<file path="src/rtl/ctrl_pkg.sv">
// Shared control encodings and the decoded control bundle for the decode/issue stage.
package ctrl_pkg;

  // Major opcodes, instr[6:2]
  localparam logic [4:0] OP_LOAD     = 5'h00;
  localparam logic [4:0] OP_LOAD_FP  = 5'h01;
  localparam logic [4:0] OP_MISC_MEM = 5'h03;
  localparam logic [4:0] OP_OP_IMM   = 5'h04;
  localparam logic [4:0] OP_AUIPC    = 5'h05;
  localparam logic [4:0] OP_STORE    = 5'h08;
  localparam logic [4:0] OP_STORE_FP = 5'h09;
  localparam logic [4:0] OP_OP       = 5'h0c;
  localparam logic [4:0] OP_LUI      = 5'h0d;
  localparam logic [4:0] OP_OP_FP    = 5'h14;
  localparam logic [4:0] OP_BRANCH   = 5'h18;
  localparam logic [4:0] OP_JALR     = 5'h19;
  localparam logic [4:0] OP_JAL      = 5'h1b;

  localparam logic [2:0] ALU_SRC_ZERO     = 3'd0;
  localparam logic [2:0] ALU_SRC_REG      = 3'd1;
  localparam logic [2:0] ALU_SRC_IMM12    = 3'd2;
  localparam logic [2:0] ALU_SRC_IMM20    = 3'd3;
  localparam logic [2:0] ALU_SRC_PC       = 3'd4;
  localparam logic [2:0] ALU_SRC_PC_PLUS4 = 3'd5;

  localparam logic [1:0] FPU_SRC_ZERO = 2'd0;
  localparam logic [1:0] FPU_SRC_XMM  = 2'd1;
  localparam logic [1:0] FPU_SRC_ONE  = 2'd2;

  localparam logic [2:0] REG_WRITE_SRC_NONE = 3'd0;
  localparam logic [2:0] REG_WRITE_SRC_ALU  = 3'd1;
  localparam logic [2:0] REG_WRITE_SRC_MEM  = 3'd2;

  localparam logic [2:0] XMM_WRITE_SRC_NONE = 3'd0;
  localparam logic [2:0] XMM_WRITE_SRC_FPU  = 3'd1;
  localparam logic [2:0] XMM_WRITE_SRC_MEM  = 3'd2;

  localparam logic [1:0] MEM_WRITE_SRC_NONE = 2'd0;
  localparam logic [1:0] MEM_WRITE_SRC_REG  = 2'd1;
  localparam logic [1:0] MEM_WRITE_SRC_XMM  = 2'd2;

  typedef struct packed {
    logic       read_mem;
    logic       write_mem;
    logic       write_reg;
    logic       write_xmm;
    logic       illegal;
    logic [2:0] alu_a_src;
    logic [2:0] alu_b_src;
    logic [1:0] fpu_a_src;
    logic [1:0] fpu_b_src;
    logic [1:0] fpu_c_src;
    logic [2:0] reg_write_src;
    logic [2:0] xmm_write_src;
    logic [1:0] mem_write_src;
  } ctrl_bundle_t;

  function automatic logic is_fp_opcode(input logic [4:0] op);
    return (op == OP_LOAD_FP) || (op == OP_STORE_FP) || (op == OP_OP_FP);
  endfunction

endpackage

</file>
<file path="src/rtl/instr_ctrl_decode.sv">
// Combinational opcode decoder: produces the control bundle and register-read flags.
module instr_ctrl_decode
  import ctrl_pkg::*;
#(
  parameter bit FP_EN = 1'b1
) (
  input  logic [6:0]   opcode,
  output ctrl_bundle_t ctrl,
  output logic         use_x_rs1,
  output logic         use_x_rs2,
  output logic         use_xmm_rs1,
  output logic         use_xmm_rs2
);

  always_comb begin
    ctrl        = '0;
    use_x_rs1   = 1'b0;
    use_x_rs2   = 1'b0;
    use_xmm_rs1 = 1'b0;
    use_xmm_rs2 = 1'b0;
    if (opcode[1:0] != 2'b11) begin
      ctrl.illegal = 1'b1;
    end else begin
      case (opcode[6:2])
        OP_LOAD: begin
          ctrl.read_mem      = 1'b1;
          ctrl.write_reg     = 1'b1;
          ctrl.reg_write_src = REG_WRITE_SRC_MEM;
          ctrl.alu_a_src     = ALU_SRC_REG;
          ctrl.alu_b_src     = ALU_SRC_IMM12;
          use_x_rs1          = 1'b1;
        end
        OP_LOAD_FP: begin
          ctrl.read_mem      = 1'b1;
          ctrl.write_xmm     = 1'b1;
          ctrl.xmm_write_src = XMM_WRITE_SRC_MEM;
          ctrl.alu_a_src     = ALU_SRC_REG;
          ctrl.alu_b_src     = ALU_SRC_IMM12;
          use_x_rs1          = 1'b1;
        end
        OP_MISC_MEM: ;
        OP_OP_IMM: begin
          ctrl.write_reg     = 1'b1;
          ctrl.reg_write_src = REG_WRITE_SRC_ALU;
          ctrl.alu_a_src     = ALU_SRC_REG;
          ctrl.alu_b_src     = ALU_SRC_IMM12;
          use_x_rs1          = 1'b1;
        end
        OP_AUIPC: begin
          ctrl.write_reg     = 1'b1;
          ctrl.reg_write_src = REG_WRITE_SRC_ALU;
          ctrl.alu_a_src     = ALU_SRC_PC;
          ctrl.alu_b_src     = ALU_SRC_IMM20;
        end
        OP_STORE: begin
          ctrl.write_mem     = 1'b1;
          ctrl.mem_write_src = MEM_WRITE_SRC_REG;
          ctrl.alu_a_src     = ALU_SRC_REG;
          ctrl.alu_b_src     = ALU_SRC_IMM12;
          use_x_rs1          = 1'b1;
          use_x_rs2          = 1'b1;
        end
        OP_STORE_FP: begin
          ctrl.write_mem     = 1'b1;
          ctrl.mem_write_src = MEM_WRITE_SRC_XMM;
          ctrl.alu_a_src     = ALU_SRC_REG;
          ctrl.alu_b_src     = ALU_SRC_IMM12;
          use_x_rs1          = 1'b1;
          use_xmm_rs2        = 1'b1;
        end
        OP_OP: begin
          ctrl.write_reg     = 1'b1;
          ctrl.reg_write_src = REG_WRITE_SRC_ALU;
          ctrl.alu_a_src     = ALU_SRC_REG;
          ctrl.alu_b_src     = ALU_SRC_REG;
          use_x_rs1          = 1'b1;
          use_x_rs2          = 1'b1;
        end
        OP_LUI: begin
          ctrl.write_reg     = 1'b1;
          ctrl.reg_write_src = REG_WRITE_SRC_ALU;
          ctrl.alu_a_src     = ALU_SRC_ZERO;
          ctrl.alu_b_src     = ALU_SRC_IMM20;
        end
        OP_OP_FP: begin
          ctrl.write_xmm     = 1'b1;
          ctrl.xmm_write_src = XMM_WRITE_SRC_FPU;
          ctrl.fpu_a_src     = FPU_SRC_XMM;
          ctrl.fpu_b_src     = FPU_SRC_XMM;
          ctrl.fpu_c_src     = FPU_SRC_ONE;
          use_xmm_rs1        = 1'b1;
          use_xmm_rs2        = 1'b1;
        end
        OP_BRANCH: begin
          ctrl.alu_a_src = ALU_SRC_REG;
          ctrl.alu_b_src = ALU_SRC_REG;
          use_x_rs1      = 1'b1;
          use_x_rs2      = 1'b1;
        end
        OP_JALR: begin
          ctrl.write_reg     = 1'b1;
          ctrl.reg_write_src = REG_WRITE_SRC_ALU;
          ctrl.alu_a_src     = ALU_SRC_PC_PLUS4;
          ctrl.alu_b_src     = ALU_SRC_ZERO;
          use_x_rs1          = 1'b1;
        end
        OP_JAL: begin
          ctrl.write_reg     = 1'b1;
          ctrl.reg_write_src = REG_WRITE_SRC_ALU;
          ctrl.alu_a_src     = ALU_SRC_PC_PLUS4;
          ctrl.alu_b_src     = ALU_SRC_ZERO;
        end
        default: ctrl.illegal = 1'b1;
      endcase

      // Without the FP unit these opcodes are reserved: clear everything decoded above.
      if (!FP_EN && is_fp_opcode(opcode[6:2])) begin
        ctrl         = '0;
        ctrl.illegal = 1'b1;
        use_x_rs1    = 1'b0;
        use_xmm_rs2  = 1'b0;
        use_xmm_rs1  = 1'b0;
      end
    end
  end

endmodule

</file>
<file path="src/rtl/decode_issue_stage.sv">
// Decode/issue stage: one-entry output register, valid/ready handshake and a pending-write
// scoreboard for the x and xmm register files that stalls issue on RAW/WAW hazards.
module decode_issue_stage
  import ctrl_pkg::*;
#(
  parameter int unsigned NUM_REGS = 32,
  parameter int unsigned XLEN     = 32,
  parameter bit          FP_EN    = 1'b1,
  parameter int unsigned ADDR_W   = $clog2(NUM_REGS)
) (
  input  logic              clk,
  input  logic              reset,
  input  logic              in_valid,
  output logic              in_ready,
  input  logic [31:0]       in_instr,
  input  logic [XLEN-1:0]   in_pc,
  output logic              out_valid,
  input  logic              out_ready,
  output logic [XLEN-1:0]   out_pc,
  output logic [ADDR_W-1:0] out_rs1,
  output logic [ADDR_W-1:0] out_rs2,
  output logic [ADDR_W-1:0] out_rs3,
  output logic [ADDR_W-1:0] out_rd,
  output logic              out_read_mem,
  output logic              out_write_mem,
  output logic              out_write_reg,
  output logic              out_write_xmm,
  output logic              out_illegal,
  output logic [2:0]        out_alu_a_src,
  output logic [2:0]        out_alu_b_src,
  output logic [1:0]        out_fpu_a_src,
  output logic [1:0]        out_fpu_b_src,
  output logic [1:0]        out_fpu_c_src,
  output logic [2:0]        out_reg_write_src,
  output logic [2:0]        out_xmm_write_src,
  output logic [1:0]        out_mem_write_src,
  input  logic              wb_reg_valid,
  input  logic [ADDR_W-1:0] wb_reg_addr,
  input  logic              wb_xmm_valid,
  input  logic [ADDR_W-1:0] wb_xmm_addr,
  input  logic              flush
);

  ctrl_bundle_t dec;
  logic         use_x_rs1, use_x_rs2, use_xmm_rs1, use_xmm_rs2;

  logic [ADDR_W-1:0] rs1, rs2, rs3, rd;
  assign rs1 = in_instr[15 +: ADDR_W];
  assign rs2 = in_instr[20 +: ADDR_W];
  assign rs3 = in_instr[27 +: ADDR_W];
  assign rd  = in_instr[7 +: ADDR_W];

  logic unused_instr_bits;
  assign unused_instr_bits = ^{in_instr[14:12], in_instr[26:25]};

  instr_ctrl_decode #(
    .FP_EN(FP_EN)
  ) u_decode (
    .opcode     (in_instr[6:0]),
    .ctrl       (dec),
    .use_x_rs1  (use_x_rs1),
    .use_x_rs2  (use_x_rs2),
    .use_xmm_rs1(use_xmm_rs1),
    .use_xmm_rs2(use_xmm_rs2)
  );

  logic                valid_q;
  ctrl_bundle_t        ctrl_q;
  logic [XLEN-1:0]     pc_q;
  logic [ADDR_W-1:0]   rs1_q, rs2_q, rs3_q, rd_q;
  logic [NUM_REGS-1:0] pend_x, pend_x_d;
  logic [NUM_REGS-1:0] pend_xmm, pend_xmm_d;

  logic dst_x, dst_xmm, held_x, held_xmm, hazard, accept;

  // x0 is hard-wired, so it never becomes a tracked destination.
  assign dst_x    = dec.write_reg & (rd != '0);
  assign dst_xmm  = dec.write_xmm;
  assign held_x   = valid_q & ctrl_q.write_reg & (rd_q != '0);
  assign held_xmm = valid_q & ctrl_q.write_xmm;

  assign hazard = (use_x_rs1   & pend_x[rs1])   | (use_x_rs2   & pend_x[rs2])   |
                  (use_xmm_rs1 & pend_xmm[rs1]) | (use_xmm_rs2 & pend_xmm[rs2]) |
                  (dst_x & pend_x[rd]) | (dst_xmm & pend_xmm[rd]);

  assign in_ready = (!valid_q | out_ready) & !hazard & !flush;
  assign accept   = in_valid & in_ready;

  // Ordering gives set priority over a same-cycle write-back clear.
  always_comb begin
    pend_x_d   = pend_x;
    pend_xmm_d = pend_xmm;
    if (wb_reg_valid) pend_x_d[wb_reg_addr] = 1'b0;
    if (wb_xmm_valid) pend_xmm_d[wb_xmm_addr] = 1'b0;
    if (flush && held_x) pend_x_d[rd_q] = 1'b0;
    if (flush && held_xmm) pend_xmm_d[rd_q] = 1'b0;
    if (accept && dst_x) pend_x_d[rd] = 1'b1;
    if (accept && dst_xmm) pend_xmm_d[rd] = 1'b1;
    pend_x_d[0] = 1'b0;
    if (!FP_EN) pend_xmm_d = '0;
  end

  always_ff @(posedge clk) begin
    if (reset) begin
      valid_q  <= 1'b0;
      ctrl_q   <= '0;
      pc_q     <= '0;
      rs1_q    <= '0;
      rs2_q    <= '0;
      rs3_q    <= '0;
      rd_q     <= '0;
      pend_x   <= '0;
      pend_xmm <= '0;
    end else begin
      pend_x   <= pend_x_d;
      pend_xmm <= pend_xmm_d;
      if (flush) begin
        valid_q <= 1'b0;
      end else if (accept) begin
        valid_q <= 1'b1;
      end else if (out_ready) begin
        valid_q <= 1'b0;
      end
      if (accept) begin
        ctrl_q <= dec;
        pc_q   <= in_pc;
        rs1_q  <= rs1;
        rs2_q  <= rs2;
        rs3_q  <= rs3;
        rd_q   <= rd;
      end
    end
  end

  assign out_valid         = valid_q;
  assign out_pc            = pc_q;
  assign out_rs1           = rs1_q;
  assign out_rs2           = rs2_q;
  assign out_rs3           = rs3_q;
  assign out_rd            = rd_q;
  assign out_read_mem      = ctrl_q.read_mem;
  assign out_write_mem     = ctrl_q.write_mem;
  assign out_write_reg     = ctrl_q.write_reg;
  assign out_write_xmm     = ctrl_q.write_xmm;
  assign out_illegal       = ctrl_q.illegal;
  assign out_alu_a_src     = ctrl_q.alu_a_src;
  assign out_alu_b_src     = ctrl_q.alu_b_src;
  assign out_fpu_a_src     = ctrl_q.fpu_a_src;
  assign out_fpu_b_src     = ctrl_q.fpu_b_src;
  assign out_fpu_c_src     = ctrl_q.fpu_c_src;
  assign out_reg_write_src = ctrl_q.reg_write_src;
  assign out_xmm_write_src = ctrl_q.xmm_write_src;
  assign out_mem_write_src = ctrl_q.mem_write_src;

endmodule

</file>
<file path="config.mk">
export PLATFORM = sky130hd
export DESIGN_NAME = decode_issue_stage
export DESIGN_NICKNAME = d
export VERILOG_FILES = /design/src/rtl/ctrl_pkg.sv /design/src/rtl/instr_ctrl_decode.sv /design/src/rtl/decode_issue_stage.sv
export SDC_FILE = /design/constraint.sdc
export NUM_CORES = 1
export LEC_CHECK = 0
export BUFFER_PORTS_ARGS = -buffer_cell sky130_fd_sc_hd__buf_4
export CORE_MARGIN = 3
export CORE_UTILIZATION = 50
export CTS_BUF_LIST = sky130_fd_sc_hd__clkbuf_4 sky130_fd_sc_hd__clkbuf_8
export CTS_CLUSTER_DIAMETER = 60
export DETAILED_ROUTE_END_ITERATION = 8
export GPL_TIMING_DRIVEN = 0
export PLACE_DENSITY = 0.72
export SLEW_MARGIN = 20
export SYNTH_ARGS = -nofsm -noshare
export SYNTH_HDL_FRONTEND = slang
export SYNTH_HIERARCHICAL = 1
export SYNTH_SLANG_ARGS = --single-unit
</file>
<file path="constraint.sdc">
create_clock -name clk -period 3.2 [get_ports clk]
set_clock_uncertainty 0.1 [all_clocks]
set_input_delay 0 -clock clk [delete_from_list [all_inputs] [get_ports clk]]
set_output_delay 0 -clock clk [all_outputs]
set_load 0.005 [all_outputs]
</file>
==> Word-level counts from Yosys, hierarchy flattened <==
Cells that the tools add are included.
{ "totals": {"reg_bits": 142, "output_inout_bits": 79, "word_cells": 150} }
{ "classes": {"n_lt_le_gt_ge": 10, "eq_ne": 13, "muxes": 49, "n_bitwise": 28, "reduce_logical": 28} }
{ "ops": {"columns": ["op", "count"], "rows": [
  ["$mux 32", 6],
  ["$and 32x32->32", 4],
  ["$not 32->32", 3],
  ["$or 32x32->32", 2],
  ["$lt 5x6->1 const B", 6],
  ["$bmux 1 s5", 6],
  ["$pmux 6 s5", 1],
  ["$mux 1", 26],
  ["$demux 1 s5", 4],
  ["$eq 5x4->1 const B", 4],
  ["$eq 5x5->1 const B", 4],
  ["$ge 5x1->1 const B", 4],
  ["$mux 20", 1],
  ["$reduce_or 2->1", 7],
  ["$and 1x1->1", 13],
  ["$reduce_or 13->1", 1],
  ["$pmux 2 s2", 3],
  ["$eq 5x3->1 const B", 2],
  ["$reduce_bool 5->1", 2],
  ["$logic_and 1x1->1", 8],
  ["$reduce_or 8->1", 1],
  ["$reduce_or 7->1", 1],
  ["$or 1x1->1", 6],
  ["$reduce_or 6->1", 1],
  ["other kinds (10)", 12]
]} }

==> Depth between registers and ports, before layout <==
{ "logic_depth": {"ltp_word": 16, "depth_mapped": 12, "mapped_depth_nobuf": 9} }

==> By module <==
Netlist, hierarchy kept.
{ "by_module_without_submodules": {"columns": ["mod", "n_inst", "cells_per_inst", "area_each_um2", "seq_area_each_um2"], "rows": [
  ["decode_issue_stage", 1, 942, 8821.0, 2822.7],
  ["instr_ctrl_decode", 1, 65, 437.9, 0.0]
]} }

==> Least setup slack after synthesis <==
OpenSTA, ideal clock, no wires.
{ "synth_path": {"kind": "input to register", "from": "input port in_instr[15]", "to": "register pc_q[10] (netlist: out_pc[10])", "arrival_time_ns": 2.677, "required_ns": 3.028, "path_slack_ns": 0.352, "stages": 10, "path_buffers": 3, "cell_sequence": "clkbuf_1 mux4_2 mux4_2 and3b_1 a31oi_1 nand4_1 nor4b_4 buf_6 buf_4 mux2i_1"} }
{ "synth_between": {"elab_chain_len": 12} }
{ "synth_rtl": {"columns": ["element", "line_no", "source"], "rows": [
  ["start, declared", "decode_issue_stage.sv:15", "input logic [31:0] in_instr,"],
  ["$bmux 1 s5", "decode_issue_stage.sv:82", "assign hazard = (use_x_rs1 & pend_x[rs1]) | (use_x_rs2 & pend_x[rs2]) |"],
  ["$mux 1 (not written as such)", "decode_issue_stage.sv:82", null],
  ["$and 1x1->1", "decode_issue_stage.sv:82", null],
  ["$or 1x1->1", "decode_issue_stage.sv:82", null],
  ["$or 1x1->1 *", "decode_issue_stage.sv:82", null],
  ["$or 1x1->1 * (2 in series)", "decode_issue_stage.sv:83", "(use_xmm_rs1 & pend_xmm[rs1]) | (use_xmm_rs2 & pend_xmm[rs2]) |"],
  ["$or 1x1->1 *", "decode_issue_stage.sv:84", "(dst_x & pend_x[rd]) | (dst_xmm & pend_xmm[rd]);"],
  ["$logic_not 1->1 *", "decode_issue_stage.sv:86", "assign in_ready = (!valid_q | out_ready) & !hazard & !flush;"],
  ["$and 1x1->1 * (2 in series)", "decode_issue_stage.sv:86", null],
  ["$and 1x1->1 *", "decode_issue_stage.sv:87", "assign accept = in_valid & in_ready;"],
  ["end signal, assigned", "decode_issue_stage.sv:126", "pc_q <= in_pc;"],
  ["end, declared", "decode_issue_stage.sv:69", "logic [XLEN-1:0] pc_q;"]
]} }
Every way passes the cells marked *; elsewhere a longest branch is shown, timed or not. The select of a mux whose other input is x is not followed.
A chain may end at the register's enable or synchronous reset.

==> Worst setup path in the final report <==
{ "layout_path": {"from": "register pend_xmm[15]", "to": "output port in_ready"} }
{ "layout_between": {"elab_chain_len": 10} }
{ "layout_rtl": {"columns": ["element", "line_no", "source"], "rows": [
  ["start, declared", "decode_issue_stage.sv:72", "logic [NUM_REGS-1:0] pend_xmm, pend_xmm_d;"],
  ["start signal, assigned", "decode_issue_stage.sv:116", "pend_xmm <= pend_xmm_d;"],
  ["$bmux 1 s5", "decode_issue_stage.sv:83", null],
  ["$mux 1 (not written as such)", "decode_issue_stage.sv:83", null],
  ["$and 1x1->1", "decode_issue_stage.sv:83", null],
  ["$or 1x1->1", "decode_issue_stage.sv:82", null],
  ["$or 1x1->1 (2 in series)", "decode_issue_stage.sv:83", null],
  ["$or 1x1->1 *", "decode_issue_stage.sv:84", null],
  ["$logic_not 1->1 *", "decode_issue_stage.sv:86", null],
  ["$and 1x1->1 * (2 in series)", "decode_issue_stage.sv:86", null],
  ["end, declared", "decode_issue_stage.sv:14", "output logic in_ready,"]
]} }
Marked as above.

==> impl_metrics.prom <==
# TYPE chip_impl_metric gauge
chip_impl_info{name="run_status",value="complete, no violations"} 1
chip_impl_metric{name="yosys_warnings",unit=""} 6
chip_impl_info{name="setup_repair_after_global_routing_missed_its_margin",value="true"} 1
chip_impl_metric{name="synth_enable_flop_cells",unit=""} 0
chip_impl_metric{name="dpl_worst_slack",unit="ps"} -361
chip_impl_info{name="cts_tree",value="built"} 1
chip_impl_metric{name="fill_cells",unit=""} 1551
chip_impl_metric{name="post_synth.cell_area_avg",unit="um2"} 9.19
chip_impl_metric{name="detailedPlacementHpwl",unit="mm"} 24.1
chip_impl_metric{name="netlist_area",unit="um2"} 9260
chip_impl_metric{name="number_of_antenna_violations_at_the_first_check_in_global_routing",unit=""} 0
chip_impl_info{name="crit-reg2reg-launch",value="pend_xmm[15]$_SDFF_PP0_"} 1
chip_impl_metric{name="die_w",unit="um"} 142
chip_impl_metric{name="all_layer_gr_usage",unit=""} 0.322
chip_impl_info{name="worst_r2r_endpoint",value="pend_xmm[26]$_SDFF_PP0_"} 1
chip_impl_metric{name="finalWorstSetupSlack",unit="ps"} 20.0
chip_impl_info{name="worst_hold_path_type",value="in -> reg"} 1
chip_impl_metric{name="route.detailed.drc",unit=""} 0
chip_impl_metric{name="placedCellCount",unit=""} 1392
chip_impl_metric{name="fin_crit_sh",unit=""} 0.994
chip_impl_info{name="setup.worst_path.class",value="reg -> out"} 1
chip_impl_info{name="synth-main-ff-cell",value="sky130_fd_sc_hd__dfxtp_1"} 1
chip_impl_metric{name="cts_clk_pin_slew_worst_paths",unit="ps"} 90
chip_impl_info{name="crit_slowest_cell",value="sky130_fd_sc_hd__mux4_2"} 1
chip_impl_metric{name="total_power",unit="mW"} 4.23
chip_impl_metric{name="critPathMaxStageDelay",unit="ps"} 530
chip_impl_info{name="cp_common_cell",value="sky130_fd_sc_hd__mux4_2"} 1
chip_impl_metric{name="grt_pass1_wl",unit="mm"} 50.4
chip_impl_metric{name="design.die.area",unit="um2"} 20200
chip_impl_metric{name="place.gp.congestion",unit=""} 1.03
chip_impl_metric{name="synth.yosys.seq_area_share",unit=""} 0.305
chip_impl_info{name="hold_start",value="in_instr[2]"} 1
chip_impl_metric{name="core.rowCount",unit=""} 49
chip_impl_metric{name="grt.overflow.total",unit=""} 0
chip_impl_info{name="path_cells",value="mux4_2 -> mux4_2 -> and3b_1 -> a31oi_1 -> nand4_1 -> nor4b_2 -> buf_4"} 1
chip_impl_metric{name="post_layout_nonfiller_instances",unit=""} 1482
chip_impl_info{name="clock-root-buffer",value="sky130_fd_sc_hd__clkbuf_8"} 1
chip_impl_metric{name="start_util",unit=""} 0.512
chip_impl_metric{name="count_of_final_max_slew_check_failures",unit=""} 0
chip_impl_metric{name="synth_seq_cells",unit=""} 141
chip_impl_metric{name="wl_per_cell",unit="um"} 22.3
chip_impl_metric{name="area_growth_syn_to_layout",unit="%"} 27.1
chip_impl_metric{name="clock_insertion_delay_worst_skew",unit="ps"} 470
chip_impl_metric{name="final_period_minus_worst_setup_slack",unit="ps"} 3180
chip_impl_metric{name="worstMarginPinSlew",unit="ps"} 1100
chip_impl_metric{name="cts_max_path_buffers",unit=""} 2
chip_impl_metric{name="r2r_cells",unit=""} 9
chip_impl_info{name="startpoint_type",value="flop"} 1
chip_impl_metric{name="power.density_cell_area",unit="nW/um2"} 360
chip_impl_metric{name="drt-total-wl",unit="mm"} 33.1
chip_impl_metric{name="vias_per_cell",unit=""} 6.19
chip_impl_info{name="hold_end",value="out_alu_a_src[0]$_SDFFE_PP0P_"} 1
chip_impl_metric{name="worst_ep_required_time",unit="ps"} 3100
chip_impl_metric{name="layout-drive-gt1-share",unit=""} 0.253
chip_impl_metric{name="ir_drop",unit="mV"} 0.235
chip_impl_metric{name="worstHoldPathCells",unit=""} 5
chip_impl_metric{name="largest_net_degree_at_the_start_of_global_routing",unit=""} 17
chip_impl_metric{name="netlist-cell-type-count",unit=""} 62
chip_impl_metric{name="die_h",unit="um"} 142
chip_impl_metric{name="worst-path-max-fanout",unit=""} 4
chip_impl_metric{name="tritoncts.num_buffers",unit=""} 17
chip_impl_metric{name="r2r_slack",unit="ps"} 50
chip_impl_metric{name="floorplan.io_pins",unit=""} 160
chip_impl_info{name="element_type_at_the_critical_path_end",value="primary output"} 1
chip_impl_metric{name="routed_vias",unit=""} 9169
chip_impl_metric{name="initialDrtViolationCount",unit=""} 1068
chip_impl_metric{name="power.static_leakage",unit="nW"} 4.73
chip_impl_metric{name="placement.io_buffers",unit=""} 149
chip_impl_metric{name="timing.final.hold_violations",unit=""} 0
chip_impl_metric{name="drtAntennaViolNets",unit=""} 0
chip_impl_metric{name="cp.arrival",unit="ps"} 3080
chip_impl_metric{name="fmax",unit="MHz"} 314
chip_impl_metric{name="gate_count_after_technology_mapping",unit=""} 1007
chip_impl_metric{name="postSynth.asyncResetShare",unit=""} 0
chip_impl_metric{name="design.core.area",unit="um2"} 18100
chip_impl_metric{name="clock_sink_count",unit=""} 141
chip_impl_metric{name="drv_cap",unit=""} 0
chip_impl_metric{name="htree_levels",unit=""} 4
chip_impl_metric{name="final-setup-viol-count",unit=""} 0
chip_impl_metric{name="slew_headroom",unit=""} 0.263
chip_impl_metric{name="grt_pass1_vias",unit=""} 8897
chip_impl_metric{name="dr.pass1.iters",unit=""} 6
chip_impl_metric{name="design.final.nets",unit=""} 1320
-- synth_stat cells (5+ instances only) --
cell                       instances  area, um2
sky130_fd_sc_hd__a21o_1            8       60.1
sky130_fd_sc_hd__a21oi_1           9       45.0
sky130_fd_sc_hd__a221oi_1         32        280
sky130_fd_sc_hd__a31o_2           30        263
sky130_fd_sc_hd__a41o_1           21        210
sky130_fd_sc_hd__and2_1            8       50.1
sky130_fd_sc_hd__and3_1            5       31.3
sky130_fd_sc_hd__and3b_1           7       61.3
sky130_fd_sc_hd__buf_1             5       18.8
sky130_fd_sc_hd__buf_2            11       55.1
sky130_fd_sc_hd__buf_4            13       97.6
sky130_fd_sc_hd__buf_6             9        101
sky130_fd_sc_hd__clkbuf_1         57        214
sky130_fd_sc_hd__dfxtp_1         141       2820
sky130_fd_sc_hd__inv_1             8       30.0
sky130_fd_sc_hd__mux2_2            6       67.6
sky130_fd_sc_hd__mux2i_1         116       1160
sky130_fd_sc_hd__mux4_2           33        743
sky130_fd_sc_hd__nand2_1          21       78.8
sky130_fd_sc_hd__nand2b_1        193       1210
sky130_fd_sc_hd__nand3_1          14       70.1
sky130_fd_sc_hd__nand3b_1          8       60.1
sky130_fd_sc_hd__nor2_1          103        387
sky130_fd_sc_hd__nor2b_1          16        100
sky130_fd_sc_hd__nor3_1           14       70.1
sky130_fd_sc_hd__nor3b_1          11       82.6
sky130_fd_sc_hd__nor4b_1          32        280
sky130_fd_sc_hd__o22ai_1           5       31.3
sky130_fd_sc_hd__or2_2             9       56.3
sky130_fd_sc_hd__or3b_2            7       61.3
-- critical path: cells and delay by family, from the launching register on --
| kind | cells | cell delay [ps] |
|---|---|---|
| AOI/OAI and AO/OA | 1 | 180 |
| muxes | 2 | 1020 |
| DFF | 1 | 360 |
| buffers and inverters | 1 | 190 |
| and+or+nand+nor | 3 | 870 |
-- placed cells by master (no fill, tap or decap), types with 5 or more instances in the layout --
| master | n |
|---|---|
| sky130_fd_sc_hd__or2_2 | 9 |
| sky130_fd_sc_hd__a31o_2 | 30 |
| sky130_fd_sc_hd__mux4_2 | 33 |
| sky130_fd_sc_hd__clkbuf_1 | 57 |
| sky130_fd_sc_hd__nand2b_1 | 193 |
| sky130_fd_sc_hd__clkbuf_8 | 17 |
| sky130_fd_sc_hd__inv_1 | 8 |
| sky130_fd_sc_hd__dlygate4sd3_1 | 54 |
| sky130_fd_sc_hd__buf_1 | 5 |
| sky130_fd_sc_hd__nor3b_1 | 9 |
| sky130_fd_sc_hd__nor2_1 | 103 |
| sky130_fd_sc_hd__conb_1 | 7 |
| sky130_fd_sc_hd__and2_1 | 8 |
| sky130_fd_sc_hd__mux2_2 | 6 |
| sky130_fd_sc_hd__and3b_1 | 7 |
| sky130_fd_sc_hd__nand3_1 | 14 |
| sky130_fd_sc_hd__buf_4 | 165 |
| sky130_fd_sc_hd__nor3_1 | 10 |
| sky130_fd_sc_hd__a21oi_1 | 9 |
| sky130_fd_sc_hd__or3b_2 | 7 |
| sky130_fd_sc_hd__nand3b_1 | 8 |
| sky130_fd_sc_hd__nor2b_1 | 16 |
| sky130_fd_sc_hd__a41o_1 | 21 |
| sky130_fd_sc_hd__nor4b_1 | 31 |
| sky130_fd_sc_hd__nand2_1 | 21 |
| sky130_fd_sc_hd__mux2i_1 | 116 |
| sky130_fd_sc_hd__o22ai_1 | 5 |
| sky130_fd_sc_hd__a21o_1 | 8 |
| sky130_fd_sc_hd__and3_1 | 5 |
| sky130_fd_sc_hd__buf_6 | 10 |
| sky130_fd_sc_hd__buf_2 | 6 |
| sky130_fd_sc_hd__dfxtp_1 | 141 |
| sky130_fd_sc_hd__clkbuf_4 | 6 |
| sky130_fd_sc_hd__a221oi_1 | 32 |
-- cell type report --
type	instances	area, um2	share of cell area
multi-input cells	768	5970	0.508
flip-flops and latches	141	2820	0.240
repair buffers	207	1690	0.144
plain buffers	95	503	0.0428
well taps	229	287	0.0244
clock buffers	18	241	0.0205
clock inverters	14	210	0.0179
inverters	9	33.8	0.00287
diodes	1	2.50	0.000213
-- cells by family after synthesis --
kind of cell           after synthesis  synth area share
AOI/OAI and AO/OA                  143             0.129
and+or+nand+nor                    463             0.296
muxes                              155             0.213
other                                1          0.000405
buffers and inverters              104            0.0562
DFF                                141             0.305
-- how the worst max path moves through the flow --
stage	startpoint	slack [ps]	depth (start not counted)	to
final	pend_xmm[15]$_SDFF_PP0_	20	7	in_ready
after global routing	pend_xmm[15]$_SDFF_PP0_	-40	7	in_ready
after CTS	pend_xmm[15]$_SDFF_PP0_	100	9	out_pc[14]$_SDFFE_PP0P_
after detailed placement	in_instr[8]	-360	11	out_pc[14]$_SDFFE_PP0P_
after global placement	in_instr[8]	-400	11	out_pc[14]$_SDFFE_PP0P_
after floorplan	in_instr[15]	350	10	out_pc[10]$_SDFFE_PP0P_
-- timing repair --
item,in CTS,in global routing
cloned,0,1
buffers inserted,1,1
pin swaps,1,0
hold buffers,54,0
endpoints found under the hold margin,59,0
endpoints found under the setup margin,89,45
resized for setup,1,8
-- routing by layer --
layer / GRT usage / routed length, um / part of all wire
met5: 0 / 0 / 0
met4: 0.135 / 1350 / 0.041
met3: 0.0897 / 3630 / 0.11
met2: 0.513 / 15200 / 0.46
met1: 0.413 / 12900 / 0.39
-- where the power goes --
group | switching [mW] | internal [mW]
sequential | 0.0320 | 1.80
clock | 0.797 | 0.878
combinational | 0.387 | 0.342
total | 1.22 | 3.01
-- metrics by stage --
step                area, um2  hold slack, ps  setup TNS (ps)  utilization
global placement        10700             169          -42450        0.591
finish                  11800            36.5               0        0.650
floorplan                9280           -66.6               0            -
CTS                     11700            15.7               0        0.648
global route            11800            53.0            -238        0.650
detailed placement      10700             181          -36140        0.593
No activity file was read; power rests on OpenSTA's default activity.
